### src/rtl/mul_ctrl.sv
// rtl/mul_ctrl.sv - RV32M multiply sequencer: multicycle operand hold, product capture, one-entry product cache
module mul_ctrl #(
    parameter int MUL_CYCLES = 2,
    parameter bit CACHE_EN   = 1'b1
) (
    input  logic        clk,
    input  logic        rst,
    input  logic        start,
    input  logic [1:0]  funct3,
    input  logic [31:0] rs1,
    input  logic [31:0] rs2,
    input  logic        kill,
    output logic        ready,
    output logic        busy,
    output logic        done,
    output logic [31:0] rd_data,
    output logic [31:0] mul_a,
    output logic [31:0] mul_b,
    output logic [1:0]  mul_op,
    input  logic [63:0] mul_f
);

    localparam int CW = (MUL_CYCLES > 1) ? $clog2(MUL_CYCLES) : 1;

    typedef enum logic [1:0] {
        IDLE = 2'd0,
        CALC = 2'd1,
        DONE = 2'd2
    } state_t;

    state_t        state_q, state_d;
    logic [CW-1:0] cnt_q, cnt_d;
    logic [31:0]   mul_a_q, mul_a_d;
    logic [31:0]   mul_b_q, mul_b_d;
    logic [1:0]    mul_op_q, mul_op_d;
    logic          lo_sel_q, lo_sel_d;
    logic [63:0]   prod_q, prod_d;
    logic [31:0]   tag_a_q, tag_a_d;
    logic [31:0]   tag_b_q, tag_b_d;
    logic [1:0]    tag_op_q, tag_op_d;
    logic          cache_vld_q, cache_vld_d;
    logic [31:0]   rd_data_q, rd_data_d;

    logic [1:0]    req_op;
    logic          hit;

    always_comb begin
        req_op = (funct3 == 2'd0) ? 2'd1 : funct3;
        // MUL's low half is identical for every signedness, so it hits on any cached op
        hit    = (CACHE_EN != 1'b0) && cache_vld_q && (rs1 == tag_a_q) && (rs2 == tag_b_q)
                 && ((funct3 == 2'd0) || (req_op == tag_op_q));
    end

    always_comb begin
        state_d     = state_q;
        cnt_d       = cnt_q;
        mul_a_d     = mul_a_q;
        mul_b_d     = mul_b_q;
        mul_op_d    = mul_op_q;
        lo_sel_d    = lo_sel_q;
        prod_d      = prod_q;
        tag_a_d     = tag_a_q;
        tag_b_d     = tag_b_q;
        tag_op_d    = tag_op_q;
        cache_vld_d = cache_vld_q;
        rd_data_d   = rd_data_q;
        case (state_q)
            IDLE, DONE: begin
                if (start && !kill) begin
                    if (hit) begin
                        state_d   = DONE;
                        rd_data_d = (funct3 == 2'd0) ? prod_q[31:0] : prod_q[63:32];
                    end else begin
                        state_d  = CALC;
                        mul_a_d  = rs1;
                        mul_b_d  = rs2;
                        mul_op_d = req_op;
                        lo_sel_d = (funct3 == 2'd0);
                        cnt_d    = CW'(MUL_CYCLES - 1);
                    end
                end else begin
                    state_d = IDLE;
                end
            end
            CALC: begin
                if (kill) begin
                    state_d = IDLE;
                end else if (cnt_q == '0) begin
                    state_d     = DONE;
                    prod_d      = mul_f;
                    tag_a_d     = mul_a_q;
                    tag_b_d     = mul_b_q;
                    tag_op_d    = mul_op_q;
                    cache_vld_d = 1'b1;
                    rd_data_d   = lo_sel_q ? mul_f[31:0] : mul_f[63:32];
                end else begin
                    cnt_d = cnt_q - CW'(1);
                end
            end
            default: state_d = IDLE;
        endcase
    end

    always_ff @(posedge clk or negedge rst) begin
        if (!rst) begin
            state_q     <= IDLE;
            cnt_q       <= '0;
            mul_a_q     <= '0;
            mul_b_q     <= '0;
            mul_op_q    <= 2'd1;
            lo_sel_q    <= 1'b0;
            prod_q      <= '0;
            tag_a_q     <= '0;
            tag_b_q     <= '0;
            tag_op_q    <= '0;
            cache_vld_q <= 1'b0;
            rd_data_q   <= '0;
        end else begin
            state_q     <= state_d;
            cnt_q       <= cnt_d;
            mul_a_q     <= mul_a_d;
            mul_b_q     <= mul_b_d;
            mul_op_q    <= mul_op_d;
            lo_sel_q    <= lo_sel_d;
            prod_q      <= prod_d;
            tag_a_q     <= tag_a_d;
            tag_b_q     <= tag_b_d;
            tag_op_q    <= tag_op_d;
            cache_vld_q <= cache_vld_d;
            rd_data_q   <= rd_data_d;
        end
    end

    assign ready   = (state_q != CALC);
    assign busy    = (state_q == CALC);
    assign done    = (state_q == DONE);
    assign rd_data = rd_data_q;
    assign mul_a   = mul_a_q;
    assign mul_b   = mul_b_q;
    assign mul_op  = mul_op_q;

endmodule

### config.mk
export PLATFORM = sky130hd
export DESIGN_NAME = mul_ctrl
export DESIGN_NICKNAME = d
export VERILOG_FILES = /design/src/rtl/mul_ctrl.sv
export SDC_FILE = /design/constraint.sdc
export NUM_CORES = 1
export LEC_CHECK = 0
export BUFFER_PORTS_ARGS = -buffer_cell sky130_fd_sc_hd__buf_2
export CAP_MARGIN = 20
export CORE_ASPECT_RATIO = 0.9
export CORE_UTILIZATION = 56
export CTS_BUF_LIST = sky130_fd_sc_hd__clkbuf_8
export DETAILED_ROUTE_END_ITERATION = 8
export PLACE_DENSITY = 0.82
export SYNTH_ARGS = -nofsm -noshare
export SYNTH_HDL_FRONTEND = slang
export SYNTH_SLANG_ARGS = --single-unit
### constraint.sdc
create_clock -name clk -period 2.5 [get_ports clk]
set_clock_uncertainty 0.05 [all_clocks]
set_input_delay 0.375 -clock clk [delete_from_list [all_inputs] [get_ports clk]]
set_output_delay 0.375 -clock clk [all_outputs]
set_load 0.1 [all_outputs]
**Word level (Yosys, flattened, before mapping)**

Cells that the tools add are included.

- $add $sub $neg: 1
- Multiply operators: 0
- Divide/modulo/power cells: 0
- Magnitude comparators: 0
- Eq/ne operators: 12
- Shift-type cells: 0
- Muxes and demuxes: 18
- Bitwise logic cells: 3
- Reduce and logical (&&, ||, !) cells: 14

Operators by type and width:

| operator | number |
|---|---|
| $mux 32 | 6 |
| $eq 32x32->1 | 2 |
| $pmux 32 s2 | 1 |
| $mux 2 | 5 |
| $ne 2x2->1 const B | 5 |
| $reduce_and 3->1 | 2 |
| $reduce_and 5->1 | 1 |
| $logic_and 1x1->1 | 4 |
| $logic_not 2->1 | 2 |
| $mux 1 | 4 |
| $pmux 2 s2 | 1 |
| $reduce_and 4->1 | 1 |
| $ne 3x3->1 const B | 1 |
| $not 1->1 | 3 |
| $eq 2x1->1 const B | 1 |
| $eq 2x2->1 | 1 |
| $eq 2x2->1 const B | 1 |
| $ne 2x1->1 const B | 1 |
| $pmux 1 s2 | 1 |
| $reduce_bool 2->1 | 1 |
| $reduce_or 2->1 | 1 |
| $logic_not 1->1 | 1 |
| $logic_or 1x1->1 | 1 |
| $sub 1x1->1 const B | 1 |

- Bits in registers: 233
- Bits in latches: 0
- Memory bits (writable): 0
- Memory bits (read-only): 0
- Input port bits: 134
- Output and inout bits: 101
- Logic and storage cells: 60
- Memories: 0

**Longest topological paths before layout**

Gate-level depths: netlist (run 1).

- Word-level depth: 8
- Gate-level depth with buffers: 8
- Depth with buffers taken out: 6

**Worst setup path after synthesis (run 1)**

OpenSTA, ideal clock, no wires.

- Path type: flip-flop to output port
- Start point: register state_q[0]
- End point: output busy
- Arrival time: 2.755 ns
- Data required time: 2.075 ns
- Setup slack: -0.680 ns
- Stages on the path, launching flop included: 6
- Path buffers: 3
- Cell sequence: dfrtp_1 > nand2b_1 > clkbuf_1 > clkbuf_1 > buf_1 > inv_1

- Word-level cells in the longest chain between the ends: 1

Ends and longest elaborated chain:

| what | line | text |
|---|---|---|
| start, declared | 31 | `state_t state_q, state_d;` |
| start signal, assigned | 119 | `state_q <= state_d;` |
| $eq 2x1->1 | 135 | `assign busy = (state_q == CALC);` |
| end, declared | 14 | `output logic busy,` |

Every way passes these cells.

**Worst setup path after layout (run 1)**

- Start point: register tag_a_q[17]
- End point: register mul_a_q[9] (netlist: mul_a[9])

- Word-level cells in the longest chain between the ends: 6

Ends and longest elaborated chain:

| what | line | text |
|---|---|---|
| start, declared | 38 | `logic [31:0] tag_a_q, tag_a_d;` |
| start signal, assigned | 126 | `tag_a_q <= tag_a_d;` |
| $eq 32x32->1 | 50 | `hit = (CACHE_EN != 1'b0) && cache_vld_q && (rs1 == tag_a_q) && (rs2 == tag_b_q)` |
| $logic_and 1x1->1 (2 in series) | 50 |  |
| $logic_and 1x1->1 | 51 | `&& ((funct3 == 2'd0) \|\| (req_op == tag_op_q));` |
| $not 1->1 (no line) | -- |  |
| $reduce_and 3->1 (no line) | -- |  |
| end signal, assigned | 121 | `mul_a_q <= mul_a_d;` |
| end, declared | 33 | `logic [31:0] mul_a_q, mul_a_d;` |

Every way passes these cells.
A chain may end at the register's enable or synchronous reset.

==> summary.md, run 1 <==
The net count after synthesis is 1199, and the core area is 18500 um^2. Clock latency on the worst-skew pair, taken at its later pin, is 0.53 ns. The tools report the headroom to the max-slew limit as 0.480. Setup repair after global routing could not meet its margin everywhere. The number of sinks driven by the clock tree is 233.

The data arrival time of the critical path came out at 2.86 ns. The final worst-path cycle share is 1.00, and the average cell area after synthesis is 9.93 um^2. The tools report the pin count of the biggest net entering global routing as 125.

The run gives 0.573 as the initial core utilization. Routability-driven placement finished with a final weighted congestion of 0.853. In this run the count of I/O pins placed on the die edge is 235. The analysis attributes to net switching a power of 7.94 mW. At the placement stage, the worst setup path has a slack of -0.214 ns. The mean routed wirelength per cell came out at 17.4 um.

TritonCTS built the clock tree. The switching portion of total power is 0.470, and the die width is 147 um. The logs give 0 for the number of hold violations in the final report and 0 for the overflow left after global routing. The per-cell via count in the routed design is 5.43, and the number of max-cap violations is 0.

The mapped netlist covers 10600 um^2. For the initial antenna violation count, the log shows 5. The type of the tightest min-delay check was in -> reg. The run gives -0.0889 ns as the sum of negative setup slack. Tracing the worst setup path back leads to its startpoint at tag_a_q[17]. The cell area power density was 1270 nW/um^2; the post-detailed-routing wire length was 27800 um. The tools report the area of the die as 19400 um^2. The proportion of synthesized flip-flops having asynchronous set or reset came out at 1.00.

The die height is 132 um, and the wire length of the first global-routing pass is 42900 um. The top flip-flop cell by instance count after synthesis is dfrtp_1. Number of global-route vias before repair: 8563. The highest net fanout along the worst path works out to 8. The detailed-route DRC error count was 0. Setup violations remaining at the end of the flow were counted as 20. The worst setup path is of the reg -> reg kind.

The tools report the peak supply drop as 0.732 mV. The tools report the clock network fraction of design power as 0.190. Based on the critical path, the design can be clocked at up to 0.398 GHz. The number of clock buffers inserted by TritonCTS is 38. The first detailed-routing pass ran for 5 iterations. The number of input and output port buffers inserted is 234. The tools report the share of synthesized area occupied by flip-flops and latches as 0.551. The root buffer cell chosen for the clock tree is clkbuf_8. Yosys mapped a number of flops with a built-in enable equal to 0. The run gives 0.368 as the sequential share of power. The number of fill cells was 1277; the share of layout cells above drive strength 1 was 0.317.

The worst hold path begins at mul_f[17]. The overall routing resource usage is 0.277. For the pin with the worst max-slew slack, the measured transition is 0.779 ns. Synthesis inferred 233 register bits. For this run, the number of Yosys warnings is 0.

Summed over all cells, the static leakage comes to 6.88 nW. Cell internal power was estimated by the tool at 8.95 mW. At the end of the flow, the number of nets in the layout was 1459. Summing over every cut layer, the via total after detailed routing is 8686. The final antenna-violating net count was 0; the maximum level of the CTS H-tree was 2. The synthesized netlist contains 37 unique library cells.

The final worst slack was -0.0105 ns; the area overhead of the layout relative to synthesis was 25.7%. In this run, the number of DRC markers left after iteration 0 of detailed routing was 606. The final critical-path required period is 2.51 ns, and the final-report max-slew violation count is 0. The worst register-to-register path begins at tag_a_q[17]. Number of instances in the synthesized netlist: 1065. Counting along the longest clock path gives a buffer depth of 3.

STA classifies the critical path startpoint as a flip-flop. The HPWL reported at the end of detailed placement is 17200 um, and the worst-case hold slack is 0.0191 ns. The run gives 0.442 as the part of the power in combinational logic. The endpoint type of the worst setup path is a flip-flop. The number of placement rows came out at 47. The run finished, with violations left. For the worst setup path, the data required time is 2.85 ns. The checks that failed: negative setup slack. Clock transition at the registers of the reported paths: 0.06 ns.
[layout by cell type (no fill, tap or decap), types with 2 or more instances in the layout]
master,instances
nor2b_1,33
or2b_1,2
o22ai_1,6
or2_2,2
dfrtp_1,231
inv_1,32
clkinvlp_4,3
a22oi_1,2
o21ai_0,8
mux2_4,51
xnor2_2,3
mux2_1,4
nand2b_1,8
buf_12,12
mux2_2,44
buf_4,11
buf_8,2
clkinv_2,2
nand4_1,12
nor2_1,2
clkbuf_16,3
nor4_1,3
diode_2,4
o2111ai_1,3
xnor2_1,42
a31oi_1,32
buf_2,233
dlygate4sd3_1,18
a211oi_1,32
clkbuf_8,47
buf_6,2
xor2_1,3
nand2_1,445
[synth_stat cells, drive strengths merged (2+ instances only)]
master     n  area share
nor2b     33       0.020
nand2b     9      0.0053
inv       18      0.0064
xnor2     45       0.037
dfrtp    232        0.55
nor4       5      0.0030
o21ai      9      0.0046
or2        2      0.0012
xor2       4      0.0033
nand2    446        0.16
a22oi      2      0.0014
a211oi    32       0.023
mux2      99        0.12
buf       21       0.014
nand4     12      0.0071
o22ai      6      0.0035
clkbuf    40       0.014
or2b       2      0.0014
nor2       3      0.0011
a31oi     32       0.019
o2111ai    3      0.0025
[critical path: stages (launching register included)]
cell and delay (ns):
dfrtp_1 0.39, xor2_1 0.17, nor4_2 0.29, buf_4 0.16, and4b_1 0.19, nand4_1 0.19
o21ai_4 0.27, buf_12 0.18, clkbuf_16 0.18, mux2_4 0.31
[per-layer routing]
metal / part of all wire / wire [um] / vias up / GRT usage
met5: 0.00054 / 15 / - / 0
met4: 0.030 / 834 / 2 / 0.118
met3: 0.085 / 2350 / 70 / 0.0785
met2: 0.48 / 13200 / 384 / 0.431
met1: 0.41 / 11400 / 4213 / 0.363
li1: - / - / 4017 / -
[final cells by class]
class	count	area, um^2	area share
Tap cell	245	307	0.0230
Antenna cell	4	10.0	0.000752
Timing Repair Buffer	281	1800	0.135
Inverter	18	71.3	0.00536
Multi-Input combinational cell	753	4550	0.342
Clock inverter	20	90.1	0.00677
Clock buffer	47	647	0.0486
Sequential cell	233	5830	0.438
[state kept, by name, indices dropped and copies added (netlist names)]
| register | cells |
|---|---|
| prod_q | 64 |
| mul_a | 32 |
| mul_b | 32 |
| rd_data | 32 |
| tag_a_q | 32 |
| tag_b_q | 32 |
| mul_op | 2 |
| state_q | 2 |
| tag_op_q | 2 |
| cache_vld_q | 1 |
| cnt_q | 1 |
| lo_sel_q | 1 |
[power by group through the flow]
stage	sequential [mW]	combinational, mW	clock, mW
finish	6.22	7.47	3.20
global route	6.38	7.88	3.43
CTS	6.18	7.34	3.26
detailed placement	6.21	7.27	0
global placement	6.13	7.13	0
floorplan	9.59	2.36	0
[path summary, 6_finish.rpt]
check | endpoint | cells after the start | slack [ns]
worst max-delay path | mul_a[9] | 9 | -0.01
worst min register to register | prod_q[27] | 2 | 0.42
max in group asynchronous | prod_q[45] | 3 | 1.41
worst min-delay path | prod_q[17] | 3 | 0.02
min in group asynchronous | mul_a[9] | 2 | 0.33
worst max register to register | mul_a[9] | 9 | -0.01
[timing repair]
action / in CTS / in global routing
pin swaps: 4 / 9
hold buffers: 18 / 0
setup buffers: 0 / 2
setup endpoints to repair: 99 / 99
gates cloned: 0 / 6
hold endpoints to repair: 64 / 0
gates resized for setup: 4 / 27
[cells by family (layout without fill, tap and decap cells)]
group | count (synthesis) | count (layout) | share of synthesized area
AO/OA/AOI/OAI | 89 | 89 | 0.0584
XOR/XNOR | 49 | 49 | 0.0406
buffers and inverters | 79 | 366 | 0.0348
flip-flops | 233 | 233 | 0.551
multiplexers | 99 | 99 | 0.116
other | 0 | 4 | 0
AND/OR/NAND/NOR | 516 | 516 | 0.199
[through the flow]
stage	utilization	cell area [um^2]	total power, mW	cells
3_5_place_dp	0.655	12100	13.5	1504
6_report	0.720	13300	16.9	1601
4_1_cts	0.706	13000	16.8	1589
5_1_grt	0.720	13300	17.7	1599
2_1_floorplan	-	10600	11.9	1065
3_3_place_gp	0.655	12100	13.3	1504
(Power assumes the default switching activity.)
==> inputs of run 2 (changes only) <==
--- a/config.mk
+++ b/config.mk
@@ -5,13 +5,16 @@
 export SDC_FILE = /design/constraint.sdc
 export NUM_CORES = 1
 export LEC_CHECK = 0
+export ABC_AREA = 0
 export BUFFER_PORTS_ARGS = -buffer_cell sky130_fd_sc_hd__buf_2
 export CAP_MARGIN = 20
 export CORE_ASPECT_RATIO = 0.9
+export CORE_MARGIN = 10
 export CORE_UTILIZATION = 56
 export CTS_BUF_LIST = sky130_fd_sc_hd__clkbuf_8
 export DETAILED_ROUTE_END_ITERATION = 8
 export PLACE_DENSITY = 0.82
+export RECOVER_POWER = 50
 export SYNTH_ARGS = -nofsm -noshare
 export SYNTH_HDL_FRONTEND = slang
 export SYNTH_SLANG_ARGS = --single-unit
==> summary.md, run 2 (synthesized netlist as in run 1, its figures left out) <==
Number of placement rows: 47 (unchanged). The mean routed wirelength per cell is 18.1 um (+4.3%), and the number of iterations in the first detailed-routing pass is 5 (unchanged). The sum of negative setup slack is 0 ns (+0.0889 ns), and the slew at the pin with the worst max-slew slack is 1.53 ns (+0.749 ns).

The required arrival time at the worst endpoint was 2.85 ns (about the same); the maximum level of the CTS H-tree was 2 (unchanged). Headroom to the max-slew limit: -0.0192 (-0.500). The maximum clock insertion buffer count is 3 (unchanged).

Placed standard-cell area: 12100 um^2 (+0.19%). The area of the die was 24800 um^2 (+28%); the per-cell via count in the routed design was 5.37 (-1.0%). Compared with the post-synthesis result, the final layout area differs by 23.6%. The final worst-path cycle share is 0.980 (-0.0243).

The run gives 8787 (+2.6%) as the number of global-route vias before repair. The logs give 1461 (+0.14%) for the final layout net count and 0.408 GHz (+2.5%) for the fmax. The minimum setup slack among reg-to-reg paths was 0.05 ns (+0.06 ns); the number of setup buffers added after CTS was 0 (unchanged). The flow ran to the end, but the final reports show violations. For the number of max-cap violations, the log shows 1 (+1).

The die width came out at 165 um (+12%). The number of hold violations in the final report is 0 (unchanged), and the initial core utilization is 0.573 (unchanged). Die height: 150 um (+14%). The peak supply drop was 0.857 mV (+17%); the post-layout instance area was 13100 um^2 (-1.7%). Share of layout cells above drive strength 1: 0.287 (-0.0295).

The post-detailed-routing wire length came out at 29100 um (+4.5%). The data arrival time of the critical path was 2.80 ns (-0.06 ns); the number of clock buffers inserted by TritonCTS was 39 (+2.6%). The top cell types in the final layout, fill and taps aside, are nand2_1 (445), dfrtp_1 (231), buf_2 (203), mux2_2 (62), clkbuf_8 (47).

For the core area, the log shows 18500 um^2 (unchanged). TritonCTS built the clock tree. The type of the worst setup path is reg -> reg. The pin count of the biggest net entering global routing is 125 (unchanged). CTS placed an instance of clkbuf_8 at the clock tree root.

The cell area power density came out at 1280 nW/um^2 (+0.66%). The weighted congestion reported at the end of routability-driven placement is 0.866 (+1.6%), and the final non-filler cell total is 1604 (+0.19%). Leaving out fill and tap cells, the most frequent cell in the layout is nand2_1. The final antenna-violating net count was 0 (unchanged); the number of input and output port buffers inserted was 234 (unchanged). Final critical-path required period: 2.45 ns (-0.0607 ns). Setup-violating endpoint count in the final report: 0 (-100%). The highest net fanout along the worst path is 27 (+19), and the HPWL reported at the end of detailed placement is 19700 um (+15%). For the overall routing resource usage, the log shows 0.232 (-0.0448). The critical path startpoint category was a flip-flop. The number of ports placed on the die boundary is 235 (unchanged). The final-report max-slew violation count was 62 (+62); the clock latency on the worst-skew pair was 0.52 ns (about the same). Count of vias placed by the detailed router: 8611 (-0.86%).

The number of sinks driven by the clock tree is 233 (unchanged). The min-delay analysis places its worst path in the category in -> reg. The number of flip-flops in the largest register came out at 64 (unchanged). prod_q holds more flip-flops than any other register. The wire length of the first global-routing pass is 46200 um (+7.6%).

The detailed-route DRC error count is 0 (unchanged). The tools report the overflow left after global routing as 0 (unchanged). The violation count after the first detailed-routing iteration is 698 (+15%). The run gives 1507 (+0.20%) as the instance count after placement with tap cells included.

Setup repair after global routing could not meet its margin everywhere. The initial antenna violation count was 5 (unchanged). Worst-case hold slack: 0.0222 ns (+0.00309 ns).

Clock transition at the registers of the reported paths: 0.06 ns (about the same). The checks that failed: max-capacitance violations, max-slew violations. The static leakage was 6.61 nW (-3.9%). The endpoint type of the worst setup path was a flip-flop.
run 2: cell types whose count changed in the layout (fill, tap and decap cells not counted), sizes merged:
cell,before,now
buf,260,227
clkbuf,50,78
dlygate4sd3,18,24
inv,33,35
clkinv,2,3
clkinvlp,3,2
run 2: metal layers:
metal,routed length (um),global-route usage,up-vias
met2,14000,0.374,324
li1,-,-,4023
met5,17,0,-
met1,11600,0.288,4202
met4,782,0.0805,2
met3,2670,0.0753,60
run 2: power breakdown:
part	switching [mW]	total, mW	internal [mW]	leakage (nW)
clock	1.48	3.18	1.70	0.445
sequential	0.988	6.24	5.25	2.86
combinational	5.43	7.29	1.86	3.31
run 2: per-stage QoR:
stage          utilization  total power [mW]  setup slack [ns]
2_1_floorplan            -              11.9             0.271
3_3_place_gp         0.656              13.3           -0.0934
3_5_place_dp         0.656              13.6            -0.160
4_1_cts              0.711              16.9           0.00435
5_1_grt              0.708              17.6           -0.0183
6_report             0.708              16.7            0.0502
run 2: layout make-up:
class	instances	area (um^2)
fillers	1373	5390
inverters	18	71.3
repair buffers	282	1670
multi-input cells	753	4450
clock buffers	47	647
diodes	4	10.0
flip-flops and latches	233	5830
well taps	245	307
clock inverters	22	95.1
run 2: worst paths after layout:
check                               to         from  cells after the start
max                        rd_data[19]  tag_a_q[17]                      8
min                         prod_q[35]    mul_f[35]                      3
max reg2reg                rd_data[19]  tag_a_q[17]                      8
min reg2reg                 prod_q[28]   prod_q[28]                      2
max in group asynchronous  tag_a_q[30]          rst                      3
min in group asynchronous    mul_b[24]          rst                      2
run 2: timing repair:
| item | CTS | global route |
|---|---|---|
| hold buffers | 24 | 0 |
| endpoints found under the setup margin | 78 | 81 |
| resized for setup | 4 | 3 |
| hold endpoints to repair | 80 | 0 |
| pin swaps | 2 | 4 |
run 2: worst max-delay path, cell delays in order, from the launching register on:
cell and delay, ns:
dfrtp_1 0.38, xor2_1 0.16, nor4_1 0.28, buf_4 0.17
and4b_1 0.19, nand4_1 0.16, o31a_2 0.41, buf_12 0.19
mux2_4 0.32
